===== src/rtl/debug_unit.sv =====
// Host-side debug controller: decodes UART command bytes to load instruction memory,
// run/step/halt the core through its stall input, and report the PC or status bytes.
module debug_unit #(
   parameter int unsigned     SIZE        = 32,
   parameter int unsigned     IMEM_ADDR_W = 10,
   parameter logic [SIZE-1:0] HALT_WORD   = {SIZE{1'b1}}
) (
   input  logic                   clk,
   input  logic                   rst,
   input  logic [7:0]             i_rx_data,
   input  logic                   i_rx_valid,
   input  logic                   i_tx_busy,
   input  logic [SIZE-1:0]        i_pc,
   input  logic [SIZE-1:0]        i_instruction,
   output logic [7:0]             o_tx_data,
   output logic                   o_tx_start,
   output logic                   o_stall,
   output logic                   o_core_rst,
   output logic                   o_imem_we,
   output logic [IMEM_ADDR_W-1:0] o_imem_addr,
   output logic [SIZE-1:0]        o_imem_data
);

   localparam int unsigned TX_W  = 32;
   localparam logic [7:0]  CMD_L = 8'h4C;
   localparam logic [7:0]  CMD_R = 8'h52;
   localparam logic [7:0]  CMD_S = 8'h53;
   localparam logic [7:0]  CMD_P = 8'h50;
   localparam logic [7:0]  CMD_X = 8'h58;
   localparam logic [TX_W-1:0] ACK_K_BUF  = {8'h4B, 24'h0};
   localparam logic [TX_W-1:0] HALT_H_BUF = {8'h48, 24'h0};

   typedef enum logic [2:0] {
      S_IDLE, S_LOAD_CNT, S_LOAD_DATA, S_RUN, S_STEP, S_SEND
   } state_t;

   typedef enum logic [1:0] {TX_REQ, TX_GAP, TX_WAIT} tx_state_t;

   state_t                 state_q, state_d;
   tx_state_t              tx_state_q, tx_state_d;
   logic [TX_W-1:0]        tx_buf_q, tx_buf_d;
   logic [1:0]             tx_left_q, tx_left_d;
   logic [SIZE-1:0]        word_q, word_d;
   logic [1:0]             byte_cnt_q, byte_cnt_d;
   logic [7:0]             words_left_q, words_left_d;
   logic [IMEM_ADDR_W-1:0] widx_q, widx_d;
   logic                   stall_q, stall_d;
   logic                   core_rst_q, core_rst_d;
   logic                   tx_start_q, tx_start_d;
   logic [7:0]             tx_data_q, tx_data_d;
   logic                   imem_we_q, imem_we_d;
   logic [IMEM_ADDR_W-1:0] imem_addr_q, imem_addr_d;
   logic [SIZE-1:0]        imem_data_q, imem_data_d;

   always_ff @(posedge clk or posedge rst) begin
      if (rst) begin
         state_q      <= S_IDLE;
         tx_state_q   <= TX_REQ;
         tx_buf_q     <= '0;
         tx_left_q    <= '0;
         word_q       <= '0;
         byte_cnt_q   <= '0;
         words_left_q <= '0;
         widx_q       <= '0;
         stall_q      <= 1'b1;
         core_rst_q   <= 1'b0;
         tx_start_q   <= 1'b0;
         tx_data_q    <= '0;
         imem_we_q    <= 1'b0;
         imem_addr_q  <= '0;
         imem_data_q  <= '0;
      end else begin
         state_q      <= state_d;
         tx_state_q   <= tx_state_d;
         tx_buf_q     <= tx_buf_d;
         tx_left_q    <= tx_left_d;
         word_q       <= word_d;
         byte_cnt_q   <= byte_cnt_d;
         words_left_q <= words_left_d;
         widx_q       <= widx_d;
         stall_q      <= stall_d;
         core_rst_q   <= core_rst_d;
         tx_start_q   <= tx_start_d;
         tx_data_q    <= tx_data_d;
         imem_we_q    <= imem_we_d;
         imem_addr_q  <= imem_addr_d;
         imem_data_q  <= imem_data_d;
      end
   end

   always_comb begin
      state_d      = state_q;
      tx_state_d   = tx_state_q;
      tx_buf_d     = tx_buf_q;
      tx_left_d    = tx_left_q;
      word_d       = word_q;
      byte_cnt_d   = byte_cnt_q;
      words_left_d = words_left_q;
      widx_d       = widx_q;
      stall_d      = 1'b1;
      core_rst_d   = core_rst_q;
      tx_start_d   = 1'b0;
      tx_data_d    = tx_data_q;
      imem_we_d    = 1'b0;
      imem_addr_d  = imem_addr_q;
      imem_data_d  = imem_data_q;

      case (state_q)
         S_IDLE: begin
            if (i_rx_valid) begin
               case (i_rx_data)
                  CMD_L: state_d = S_LOAD_CNT;
                  CMD_R: begin
                     state_d = S_RUN;
                     stall_d = 1'b0;
                  end
                  CMD_S: begin
                     state_d = S_STEP;
                     stall_d = 1'b0;
                  end
                  CMD_P: begin
                     state_d    = S_SEND;
                     tx_state_d = TX_REQ;
                     tx_buf_d   = TX_W'(i_pc);
                     tx_left_d  = 2'd3;
                  end
                  default: ;
               endcase
            end
         end
         S_LOAD_CNT: begin
            if (i_rx_valid) begin
               if (i_rx_data == 8'd0) begin
                  state_d = S_IDLE;
               end else begin
                  state_d      = S_LOAD_DATA;
                  core_rst_d   = 1'b1;
                  widx_d       = '0;
                  byte_cnt_d   = '0;
                  word_d       = '0;
                  words_left_d = i_rx_data;
               end
            end
         end
         S_LOAD_DATA: begin
            // Bytes arrive MSB first; the fourth byte completes and commits the word.
            if (i_rx_valid) begin
               word_d     = {word_q[SIZE-9:0], i_rx_data};
               byte_cnt_d = byte_cnt_q + 2'd1;
               if (byte_cnt_q == 2'd3) begin
                  imem_we_d    = 1'b1;
                  imem_addr_d  = widx_q;
                  imem_data_d  = word_d;
                  widx_d       = widx_q + IMEM_ADDR_W'(1);
                  words_left_d = words_left_q - 8'd1;
                  if (words_left_q == 8'd1) begin
                     state_d    = S_SEND;
                     tx_state_d = TX_REQ;
                     tx_buf_d   = ACK_K_BUF;
                     tx_left_d  = 2'd0;
                  end
               end
            end
         end
         S_RUN: begin
            stall_d = 1'b0;
            if ((i_instruction == HALT_WORD) || (i_rx_valid && (i_rx_data == CMD_X))) begin
               stall_d    = 1'b1;
               state_d    = S_SEND;
               tx_state_d = TX_REQ;
               tx_buf_d   = HALT_H_BUF;
               tx_left_d  = 2'd0;
            end
         end
         S_STEP: begin
            state_d    = S_SEND;
            tx_state_d = TX_REQ;
            tx_buf_d   = ACK_K_BUF;
            tx_left_d  = 2'd0;
         end
         S_SEND: begin
            // Core reset is released once a load hands over to its acknowledge.
            core_rst_d = 1'b0;
            case (tx_state_q)
               TX_REQ: begin
                  if (!i_tx_busy) begin
                     tx_start_d = 1'b1;
                     tx_data_d  = tx_buf_q[TX_W-1 -: 8];
                     tx_state_d = TX_GAP;
                  end
               end
               TX_GAP: tx_state_d = TX_WAIT;
               TX_WAIT: begin
                  if (!i_tx_busy) begin
                     if (tx_left_q == 2'd0) begin
                        state_d    = S_IDLE;
                        tx_state_d = TX_REQ;
                     end else begin
                        tx_left_d  = tx_left_q - 2'd1;
                        tx_buf_d   = tx_buf_q << 8;
                        tx_state_d = TX_REQ;
                     end
                  end
               end
               default: tx_state_d = TX_REQ;
            endcase
         end
         default: state_d = S_IDLE;
      endcase
   end

   assign o_tx_data   = tx_data_q;
   assign o_tx_start  = tx_start_q;
   assign o_stall     = stall_q;
   assign o_core_rst  = core_rst_q;
   assign o_imem_we   = imem_we_q;
   assign o_imem_addr = imem_addr_q;
   assign o_imem_data = imem_data_q;

endmodule


===== config.mk =====
export PLATFORM = sky130hd
export DESIGN_NAME = debug_unit
export DESIGN_NICKNAME = d
export VERILOG_FILES = /design/src/rtl/debug_unit.sv
export SDC_FILE = /design/constraint.sdc
export NUM_CORES = 1
export LEC_CHECK = 0
export BUFFER_PORTS_ARGS = -buffer_cell sky130_fd_sc_hd__buf_2
export CAP_MARGIN = 0
export CORE_AREA = 2 2 158 160
export DETAILED_ROUTE_END_ITERATION = 16
export DIE_AREA = 0 0 160 162
export PLACE_DENSITY = 0.41
export SLEW_MARGIN = 30
export SYNTH_ARGS = -nofsm -noshare
export SYNTH_HDL_FRONTEND = slang
export SYNTH_SLANG_ARGS = --single-unit
export TNS_END_PERCENT = 10

===== constraint.sdc =====
create_clock -name clk -period 7.85 [get_ports clk]
set_clock_uncertainty 0.1 [all_clocks]
set_input_delay 0 -clock clk [delete_from_list [all_inputs] [get_ports clk]]
set_output_delay 0 -clock clk [all_outputs]
set_load 0.02 [all_outputs]

# Yosys cells after proc, flatten, opt, wreduce, memory -nomap -nowiden
# Index checks and enable logic that the tools add are counted.
totals:
  ff_bits: 137
  input_bits: 76
  output_inout_bits: 54
  wordCells: 137
classes:
  n_addsub: 4
  n_eq_ne: 30
  n_mux: 69
  n_bitwise: 1
  reduce_logical: 18
ops:
  columns: ["cell", "n"]
  rows:
  - ["$mux W32", 9]
  - ["$pmux W32 S5", 1]
  - ["$mux W24", 3]
  - ["$pmux W24 S2", 1]
  - ["$eq A8 B7 Y1 const B", 5]
  - ["$mux W10", 4]
  - ["$mux W2", 17]
  - ["$eq A32 B32 Y1 const B", 1]
  - ["$mux W8", 4]
  - ["$mux W3", 9]
  - ["$ne A2 B2 Y1 const B", 11]
  - ["$pmux W10 S2", 1]
  - ["$pmux W2 S5", 2]
  - ["$reduce_and A10 Y1", 2]
  - ["$pmux W3 S6", 1]
  - ["$pmux W8 S2", 1]
  - ["$pmux W3 S4", 1]
  - ["$mux W1", 11]
  - ["$add A10 B1 Y10 const B", 1]
  - ["$reduce_and A3 Y1", 3]
  - ["$reduce_and A9 Y1", 1]
  - ["$eq A8 B1 Y1 const B", 1]
  - ["$logic_not A8 Y1", 1]
  - ["$sub A8 B1 Y8 const B", 1]
  - ["other kinds (23)", 30]

# Longest topological paths before layout
# Gate-level depths: netlist (run 1).
logic_depth:
  depth_word: 5
  mapped_depth: 10
  mapped_depth_nobuf: 7

# Worst setup path before layout (run 1)
# No wires, ideal clock.
synth_timing:
  path_type: "flip-flop to flip-flop"
  startpoint: "register tx_state_q[0]"
  endpoint: "register tx_buf_q[24]"
  setup_time_ns: 0.127
  arrival_time_ns: 1.887
  t_required_ns: 7.623
  slack_ns: 5.735
  path_stages_with_launch: 8
  path_buffers: 2
  period_less_slack_ns: 2.115
  path_cell_list: "dfrtp_1 > nor3b_1 > a21boi_0 > o21ai_1 > and3_1 > buf_6 > buf_12 > mux2_1"
synth_via:
  elab_chain_len: 3
synth_rtl:
  columns: ["element", "line_no", "source"]
  rows:
  - ["start: declaration", "40", "tx_state_t tx_state_q, tx_state_d;"]
  - ["start signal: assignment", "74", "tx_state_q <= tx_state_d;"]
  - ["$eq A2 B2 Y1", "184", "case (tx_state_q)"]
  - ["$ne A2 B2 Y1 (no source line)", null, null]
  - ["$reduce_and A10 Y1 (no source line)", null, null]
  - ["end signal: assignment", "75", "tx_buf_q <= tx_buf_d;"]
  - ["end: declaration", "41", "logic [TX_W-1:0] tx_buf_q, tx_buf_d;"]
# Every way passes these cells.
# A chain may end at the register's enable or synchronous reset.

# Worst setup path after layout (run 1)
layout_timing:
  startpoint: "register state_q[2]"
  endpoint: "register tx_buf_q[31]"
layout_via:
  elab_chain_len: 3
  word_cells_on_any_way: 17
  classes_between: "eq/ne: 13; mux: 1; reduce/logical: 3"
layout_rtl:
  columns: ["element", "line_no", "source"]
  rows:
  - ["start: declaration", "39", "state_t state_q, state_d;"]
  - ["start signal: assignment", "73", "state_q <= state_d;"]
  - ["$eq A3 B3 Y1 (tied with other cells)", "108", "case (state_q)"]
  - ["$reduce_bool A5 Y1 (no source line) (tied with other cells)", null, null]
  - ["$reduce_and A10 Y1 (no source line)", null, null]
# Parallel ways exist; a longest one is shown, timed or not.

==> results of run 1 <==
-- cell usage after synthesis (all sizes together) (6+ instances only) --
| library cell | count | area (um2) |
|---|---|---|
| nand2 | 107 | 402 |
| a21oi | 28 | 140 |
| buf | 11 | 85.1 |
| nor2 | 24 | 90.1 |
| o21ai | 54 | 274 |
| clkbuf | 30 | 113 |
| nor3 | 10 | 55.1 |
| mux2i | 10 | 100 |
| a22oi | 17 | 128 |
| mux2 | 49 | 552 |
| a31oi | 23 | 144 |
| nand4 | 12 | 75.1 |
| nand3 | 10 | 50.1 |
| inv | 23 | 86.3 |
| and3 | 6 | 37.5 |
| dfrtp | 136 | 3400 |
-- stage by stage --
stage	instance area [um2]	util (%)	std cells	setup WS, ns
finish	8240	34.2	1101	4.63
detailed placement	7190	29.8	1027	4.57
global placement	7190	29.8	1027	4.68
CTS	8230	34.1	1101	4.63
global route	8240	34.2	1101	4.43
floorplan	6240	-	606	4.08
-- power groups by stage --
stage / Clock (mW) / Sequential, mW / Combinational, mW
5_1_grt: 0.890 / 1.06 / 0.993
6_report: 0.828 / 1.03 / 0.873
3_3_place_gp: 0 / 1.04 / 0.846
2_1_floorplan: 0 / 1.02 / 0.666
4_1_cts: 0.855 / 1.03 / 0.885
3_5_place_dp: 0 / 1.04 / 0.864
-- worst paths after layout --
kind	startpoint	end	slack [ns]	depth (start not counted)
worst max-delay path	state_q[2]	tx_buf_q[31]	4.63	7
worst min-delay path	i_tx_busy	o_tx_data[3]	0.08	4
worst max register to register	state_q[2]	tx_buf_q[31]	4.63	7
worst min register to register	o_tx_data[3]	o_tx_data[3]	0.37	2
max in group asynchronous	rst	o_imem_data[8]	6.21	4
min in group asynchronous	rst	o_tx_start	0.16	3
-- registers in the layout, summed over array words and instances, names as in the netlist, 3 cells and up --
register      count
o_imem_data      32
o_imem_addr      10
tx_buf_q         32
widx_q           10
o_tx_data         8
word_q           24
state_q           3
words_left_q      8
-- cell families after synthesis --
logic type	after synthesis	synth area share, %
AOI/OAI and AO/OA	153	15.2
xor gates and xnor gates	2	0.281
adders and majority gates	5	1.00
buffers and inverters	65	4.61
DFF	137	55.0
muxes	59	10.4
and+or+nand+nor	185	13.5
-- worst min-delay path: stages --
cell     delay (ns)
buf_2          0.10
or4_1          0.32
nand2_1        0.09
nand2_1        0.05
-- per-layer routing --
metal / routed length, um / vias up / GRT usage (%)
li1: - / 2481 / -
met1: 7940 / 2476 / 18.0
met2: 7660 / 116 / 21.2
met3: 662 / 15 / 2.83
met4: 203 / 0 / 4.30
met5: 0 / - / 0
-- layout make-up --
type	count	area (um2)
fill	2534	15900
clock buffer	18	439
timing repair buffer	180	1130
multi-input combinational	404	2560
inverter	24	95.1
sequential	137	3430
clock inverter	14	174
tap	324	405
==> impl_metrics.json, run 1 <==
{
  "cts_buffers": 17,
  "max-slew-margin-rel_pct": 46.5,
  "critPathTopFamily": "simple AND/OR/NAND/NOR gates",
  "period_minus_slack_ns": 3.22,
  "grt_max_degree": 78,
  "clock-sinks": 137,
  "areaGrowthSynthToFinish_pct": 32.0,
  "final_common_cell": "dfrtp_1",
  "ctsLongestPathBuffers": 2,
  "worstPathRequired_ns": 8.05,
  "wl_per_cell_um": 15.0,
  "start_util_pct": 25.9,
  "slew_violations": 0,
  "drc_errors": 0,
  "gp_congestion": 0.782,
  "ir_drop_mv": 0.164,
  "pwr-share-comb_pct": 32.0,
  "die_h_um": 162,
  "antenna_cells": 0,
  "finalSetupViolCount": 0,
  "min_path_type": "input port to flop",
  "ys_seq_area_share_pct": 55.0,
  "wl_um": 16500,
  "clk_pin_slew_ns": 0.06,
  "critPathKind": "flop to flop",
  "power_mw": 2.73,
  "rsz0062_at_grt": "false",
  "grt_pass1_wl_um": 27400,
  "cts_max_level": 4,
  "synth_cells": 606,
  "cpMostUsedCell": "buf_4",
  "worst_pin_slew_ns": 0.803,
  "fin_nets": 845,
  "tritoncts": "done",
  "status": "complete, no violations",
  "coreArea_um2": 24100,
  "drt.antenna.violating_nets": 0,
  "p_seq_share_pct": 37.6,
  "port_buffers": 129,
  "worstPathMaxFanout": 21,
  "critPathLaunchType": "flop",
  "synth-main-ff-cell": "dfrtp_1",
  "crit_arrival_ns": 3.42,
  "clk_latency_ns": 0.42,
  "grt_overflow": 0,
  "ys_ff_latch": 137,
  "cts_hold_buf": 42,
  "grtUsageTotal_pct": 13.2,
  "synth_area_per_cell_um2": 10.3,
  "die_w_um": 160,
  "power.internal_mw": 1.73,
  "first_global_vias": 5153,
  "max_freq_mhz": 311,
  "finalSetupTns_ns": 0,
  "netlist_area_um2": 6240,
  "p_sw_share_pct": 36.7,
  "synthDistinctLibCells": 58,
  "cts.repair.resized": 0,
  "path_cells": "nor2_1 -> a21boi_1 -> a32oi_1 -> buf_4 -> and3_1 -> buf_4 -> mux2_2",
  "root_buffer": "clkbuf_16",
  "dr.pass1.iters": 5,
  "min_period_over_period_pct": 41.0,
  "clock_power_share_pct": 30.4,
  "end_kind": "flop",
  "whs_ns": 0.0808,
  "syn_nets": 687,
  "final_cell_mix": "dfrtp_1 (136), buf_2 (129), nand2_1 (107)",
  "synth_edf_count": 0,
  "die_area_um2": 25900,
  "antenna_found_initial": 0,
  "slowest_stage": "dfrtp_1",
  "dp_hpwl_um": 10900,
  "drive_gt1_share_pct": 29.9,
  "post_cts_buffers": 0,
  "drtIter0Drc": 258,
  "vias_per_cell": 4.62,
  "cp.buffers_inverters": 2,
  "ios": 130,
  "maxCapViolations": 0,
  "yosysWarnings": 0,
  "rows": 57,
  "switchingPower_mw": 1.00,
  "async_flop_share_pct": 100,
  "p_leak_nw": 3.90,
  "dr_total_vias": 5088,
  "power-per-cell-area_nw_per_um2": 331,
  "cpPeakStageDelay_ns": 0.76,
  "hold_viol_final": 0
}
Power figures use the tool's default switching activity.
==> inputs of run 2 (changes only) <==
Settings changed: ABC_AREA set to 1, CORE_AREA 2 2 158 160 to 2 2 164 166, DIE_AREA 0 0 160 162 to 0 0 166 168, PLACE_DENSITY 0.41 to 0.4.
Clock period 7.85 ns to 3 ns, I/O delays scaled along.
==> impl_metrics.json, run 2 <==
{
  "hold_viol_final": 0,
  "finalNonFillerCells": 1334,
  "wl_per_cell_um": 13.8,
  "regArea_um2": 3430,
  "synth-main-ff-cell": "dfrtp_1",
  "period_minus_slack_ns": 2.08,
  "synth.area.top_cells": "dfrtp_1 (51%), nand2_1 (14%), o21ai_0 (6.1%)",
  "post_cts_buffers": 0,
  "ios": 130,
  "min_period_over_period_pct": 69.5,
  "dr.pass1.iters": 5,
  "drive_gt1_share_pct": 20.8,
  "power_mw": 8.42,
  "final_common_cell": "nand2_1",
  "dr_wl_met3_um": 590,
  "final_util_pct": 33.1,
  "worstPathMaxFanout": 34,
  "antenna_cells": 0,
  "port_buffers": 129,
  "critPathKind": "flop to flop",
  "syn_nets": 897,
  "rows": 60,
  "finalSetupViolCount": 0,
  "synth_cells": 816,
  "grt_pass1_wl_um": 31100,
  "vias_per_cell": 4.40,
  "ys_ff_latch": 137,
  "ys_seq_area_share_pct": 50.9,
  "dp_hpwl_um": 12300,
  "synthMostInstantiatedCell": "nand2_1",
  "cts_max_level": 4,
  "max_freq_mhz": 480,
  "ctsLongestPathBuffers": 2,
  "die_area_um2": 27900,
  "crit_arrival_ns": 2.35,
  "coreArea_um2": 26400,
  "worst_pin_slew_ns": 0.602,
  "tritoncts": "done",
  "final_cell_mix": "nand2_1 (252), dfrtp_1 (136), buf_2 (129)",
  "max-slew-margin-rel_pct": 59.9,
  "cts_buffers": 17,
  "met2_length_um": 8810,
  "die_h_um": 168,
  "first_global_vias": 5866,
  "fill_cells": 2821,
  "topRoutingLayerUsed": "met4",
  "status": "complete, no violations",
  "grtUsageTotal_pct": 13.8,
  "drc_errors": 0,
  "grt_max_degree": 87,
  "clk_pin_slew_ns": 0.07,
  "end_kind": "flop",
  "synthDistinctLibCells": 37,
  "dpl.cell_count": 1257,
  "grt_overflow": 0,
  "netlist_area_um2": 6740,
  "synth_edf_count": 0,
  "drt.antenna.violating_nets": 0,
  "ir_drop_mv": 0.371,
  "die_w_um": 166,
  "critPathLaunchType": "flop",
  "areaGrowthSynthToFinish_pct": 29.6,
  "power-per-cell-area_nw_per_um2": 965,
  "fin_ws_ns": 0.915,
  "dr_total_vias": 5876,
  "netlist.area_leader.share_pct": 50.5,
  "slew_violations": 0,
  "wl_um": 18500,
  "clk_latency_ns": 0.42,
  "synth_area_per_cell_um2": 8.26,
  "min_path_type": "input port to flop",
  "wl_met1_um": 8870,
  "synth_area_leader_cell": "dfrtp_1",
  "root_buffer": "clkbuf_16",
  "worstPathRequired_ns": 3.26,
  "maxCapViolations": 0,
  "finalSetupTns_ns": 0,
  "dp_slack_ns": 0.905,
  "p_leak_nw": 4.39,
  "multi_input_area_um2": 2730,
  "drtIter0Drc": 285,
  "async_flop_share_pct": 100,
  "yosys-top-cells-count": "nand2_1 (252), dfrtp_1 (136), o21ai_0 (82)",
  "fin_nets": 1061,
  "rsz0062_at_grt": "false",
  "gp_congestion": 0.785,
  "clock-sinks": 137,
  "start_util_pct": 25.6,
  "antenna_found_initial": 0,
  "yosysWarnings": 0
}
## run 2: cell count changes in the layout (fill, tap and decap cells not counted), sizes merged, moves of 17 or more
cell | before | now
nand2 | 107 | 258
inv | 31 | 89
mux2 | 49 | 0
nand3 | 10 | 52
o21ai | 54 | 93
nor2 | 24 | 60
nand4 | 12 | 47
a21oi | 28 | 4
a31oi | 23 | 0
a22oi | 17 | 0
## run 2: final cells by class
class | instances | area share (%)
flip-flops and latches | 137 | 39.3
inverters | 82 | 3.57
clock inverters | 14 | 1.98
clock buffers | 18 | 5.03
multi-input cells | 555 | 31.3
repair buffers | 187 | 14.0
well taps | 341 | 4.89
## run 2: critical path, cell delays in order, from the launching register on
cell and delay [ns]:
dfrtp_1 0.60, inv_2 0.10, nand2_1 0.12, nor2_2 0.06, nand2_1 0.11, nand2_2 0.11
nor2_8 0.14, buf_4 0.36, nand4_1 0.20, nand2_1 0.11
## run 2: final timing paths
check	end	startpoint	depth (start not counted)	slack, ns
max	tx_buf_q[12]	state_q[1]	9	0.92
min	state_q[2]	i_instruction[31]	9	0.16
max reg2reg	tx_buf_q[12]	state_q[1]	9	0.92
min reg2reg	o_tx_data[2]	o_tx_data[2]	2	0.37
max in group asynchronous	o_tx_data[4]	rst	5	1.40
min in group asynchronous	o_imem_addr[2]	rst	4	0.55
## run 2: where the power goes
part / leakage (nW) / internal (mW) / total [mW] / switching, mW
sequential: 1.76 / 2.54 / 2.98 / 0.443
clock: 0.296 / 1.28 / 2.20 / 0.920
combinational: 2.34 / 1.08 / 3.24 / 2.16
## run 2: cell families (layout without fill, tap and decap cells)
| group | count (synthesis) | in the layout | synth area share (%) |
|---|---|---|---|
| flops | 137 | 137 | 50.9 |
| compound gates | 120 | 120 | 10.2 |
| xor+xnor | 6 | 6 | 0.780 |
| fa+ha+maj | 5 | 5 | 0.929 |
| buf+inv | 124 | 301 | 8.54 |
| simple gates | 424 | 424 | 28.6 |
## run 2: per-stage QoR
| step | cell area [um2] | hold WS, ns |
|---|---|---|
| floorplan | 6740 | -0.0211 |
| global placement | 7670 | -0.142 |
| detailed placement | 7670 | -0.137 |
| CTS | 8730 | 0.175 |
| global route | 8730 | 0.226 |
| finish | 8730 | 0.159 |
## run 2: repair_timing
| action | 4_1_cts | 5_1_grt |
|---|---|---|
| hold endpoints to repair | 201 | 0 |
| gates resized for setup | 0 | 0 |
| hold buffers | 45 | 0 |
## run 2: metal layers
layer / track usage (%) / up-vias
met5: 0 / -
met4: 3.78 / 0
met3: 2.82 / 15
met2: 23.2 / 105
met1: 18.2 / 2755
li1: - / 3001
==> inputs of run 3 (changes only) <==
Clock period 3 ns to 2.1 ns, I/O delays scaled along.
==> impl_metrics.json, run 3 (same netlist as run 2, synthesis figures left out) <==
{
  "start_util_pct": 25.6,
  "drtIter0Drc": 329,
  "gp_congestion": 0.760,
  "clock-sinks": 137,
  "fin_area_um2": 8870,
  "final_common_cell": "nand2_1",
  "die_h_um": 168,
  "drt.antenna.violating_nets": 0,
  "power_mw": 12.3,
  "status": "complete, no violations",
  "dp_hpwl_um": 12500,
  "final_util_pct": 33.7,
  "rows": 60,
  "power-per-cell-area_nw_per_um2": 1380,
  "drive_gt1_share_pct": 21.6,
  "dr.pass1.iters": 4,
  "end_kind": "flop",
  "rsz0062_at_grt": "false",
  "fill_cells": 2836,
  "hold_viol_final": 0,
  "dpl.cell_count": 1264,
  "cts_max_level": 4,
  "finalSetupTns_ns": 0,
  "dr_total_vias": 5844,
  "finalNonFillerCells": 1340,
  "worst_pin_slew_ns": 0.483,
  "drc_errors": 0,
  "max_freq_mhz": 525,
  "wl_um": 18400,
  "antenna_cells": 0,
  "p_leak_nw": 4.46,
  "slew_violations": 0,
  "die_w_um": 166,
  "die_area_um2": 27900,
  "grt_max_degree": 59,
  "clk_pin_slew_ns": 0.07,
  "grt_overflow": 0,
  "root_buffer": "clkbuf_16",
  "clk_latency_ns": 0.43,
  "critPathLaunchType": "flop",
  "antenna_found_initial": 0,
  "grt_pass1_wl_um": 30700,
  "port_buffers": 129,
  "vias_per_cell": 4.36,
  "period_minus_slack_ns": 1.91,
  "worstPathRequired_ns": 2.37,
  "crit_arrival_ns": 2.18,
  "wl_per_cell_um": 13.7,
  "maxCapViolations": 0,
  "coreArea_um2": 26400,
  "fin_nets": 1067,
  "min_path_type": "input port to async pin",
  "ir_drop_mv": 0.510,
  "tritoncts": "done",
  "max-slew-margin-rel_pct": 67.8,
  "finalSetupViolCount": 0,
  "first_global_vias": 5787,
  "grtUsageTotal_pct": 13.7,
  "worstPathMaxFanout": 29,
  "ctsLongestPathBuffers": 2,
  "areaGrowthSynthToFinish_pct": 31.7,
  "placed_area_um2": 7800,
  "min_period_over_period_pct": 90.7,
  "final_cell_mix": "nand2_1 (252), dfrtp_1 (135), buf_2 (129)",
  "ios": 130,
  "cts_buffers": 17,
  "critPathKind": "flop to flop"
}
-- run 3: path summary, 6_finish.rpt --
kind	start	endpoint	slack [ns]	cells past startpoint
worst min-delay path	rst	widx_q[7]	0.005	3
max in group asynchronous	rst	word_q[16]	1.20	5
worst max-delay path	state_q[0]	tx_buf_q[9]	0.19	8
worst min register to register	tx_buf_q[27]	tx_buf_q[27]	0.37	2
min in group clk	i_rx_data[2]	word_q[2]	0.31	4
worst max register to register	state_q[0]	tx_buf_q[9]	0.19	8
-- run 3: timing repair --
item / in CTS / in global routing
endpoints found under the setup margin: 0 / 42
hold buffers: 44 / 0
endpoints found under the hold margin: 184 / 0
resized for setup: 0 / 4
buffers inserted: 0 / 0
-- run 3: per-layer routing --
layer | GRT usage [%] | wire [um]
met3 | 2.80 | 597
met4 | 3.89 | 134
met2 | 22.9 | 8880
met1 | 18.1 | 8790
met5 | 0 | 0
-- run 3: stage by stage --
stage,setup WS [ns],hold WS (ns)
floorplan,0.294,-0.0211
global placement,0.139,-0.0838
detailed placement,0.0782,-0.0743
CTS,0.0978,0.00291
global route,0.00184,0.0298
finish,0.194,0.00540
-- run 3: power by group --
part	switching (mW)	total [mW]	internal [mW]
Clock	1.38	3.21	1.83
Combinational	3.12	4.82	1.70
Sequential	0.624	4.25	3.62
Total	5.12	12.3	7.15
-- run 3: final cells by class --
type | instances | area, um2 | area share, %
sequential | 137 | 3430 | 38.7
tap | 341 | 427 | 4.81
inverter | 82 | 312 | 3.51
clock inverter | 15 | 200 | 2.26
timing repair buffer | 193 | 1340 | 15.1
clock buffer | 17 | 425 | 4.79
multi-input combinational | 555 | 2730 | 30.8
-- run 3: critical path: stages, from the launching register on --
cell and delay, ns:
dfrtp_1 0.52, inv_2 0.14, nand3_4 0.12, buf_4 0.15, inv_2 0.06, nand2_4 0.15
buf_4 0.35, nand4_1 0.15, nand2_1 0.09
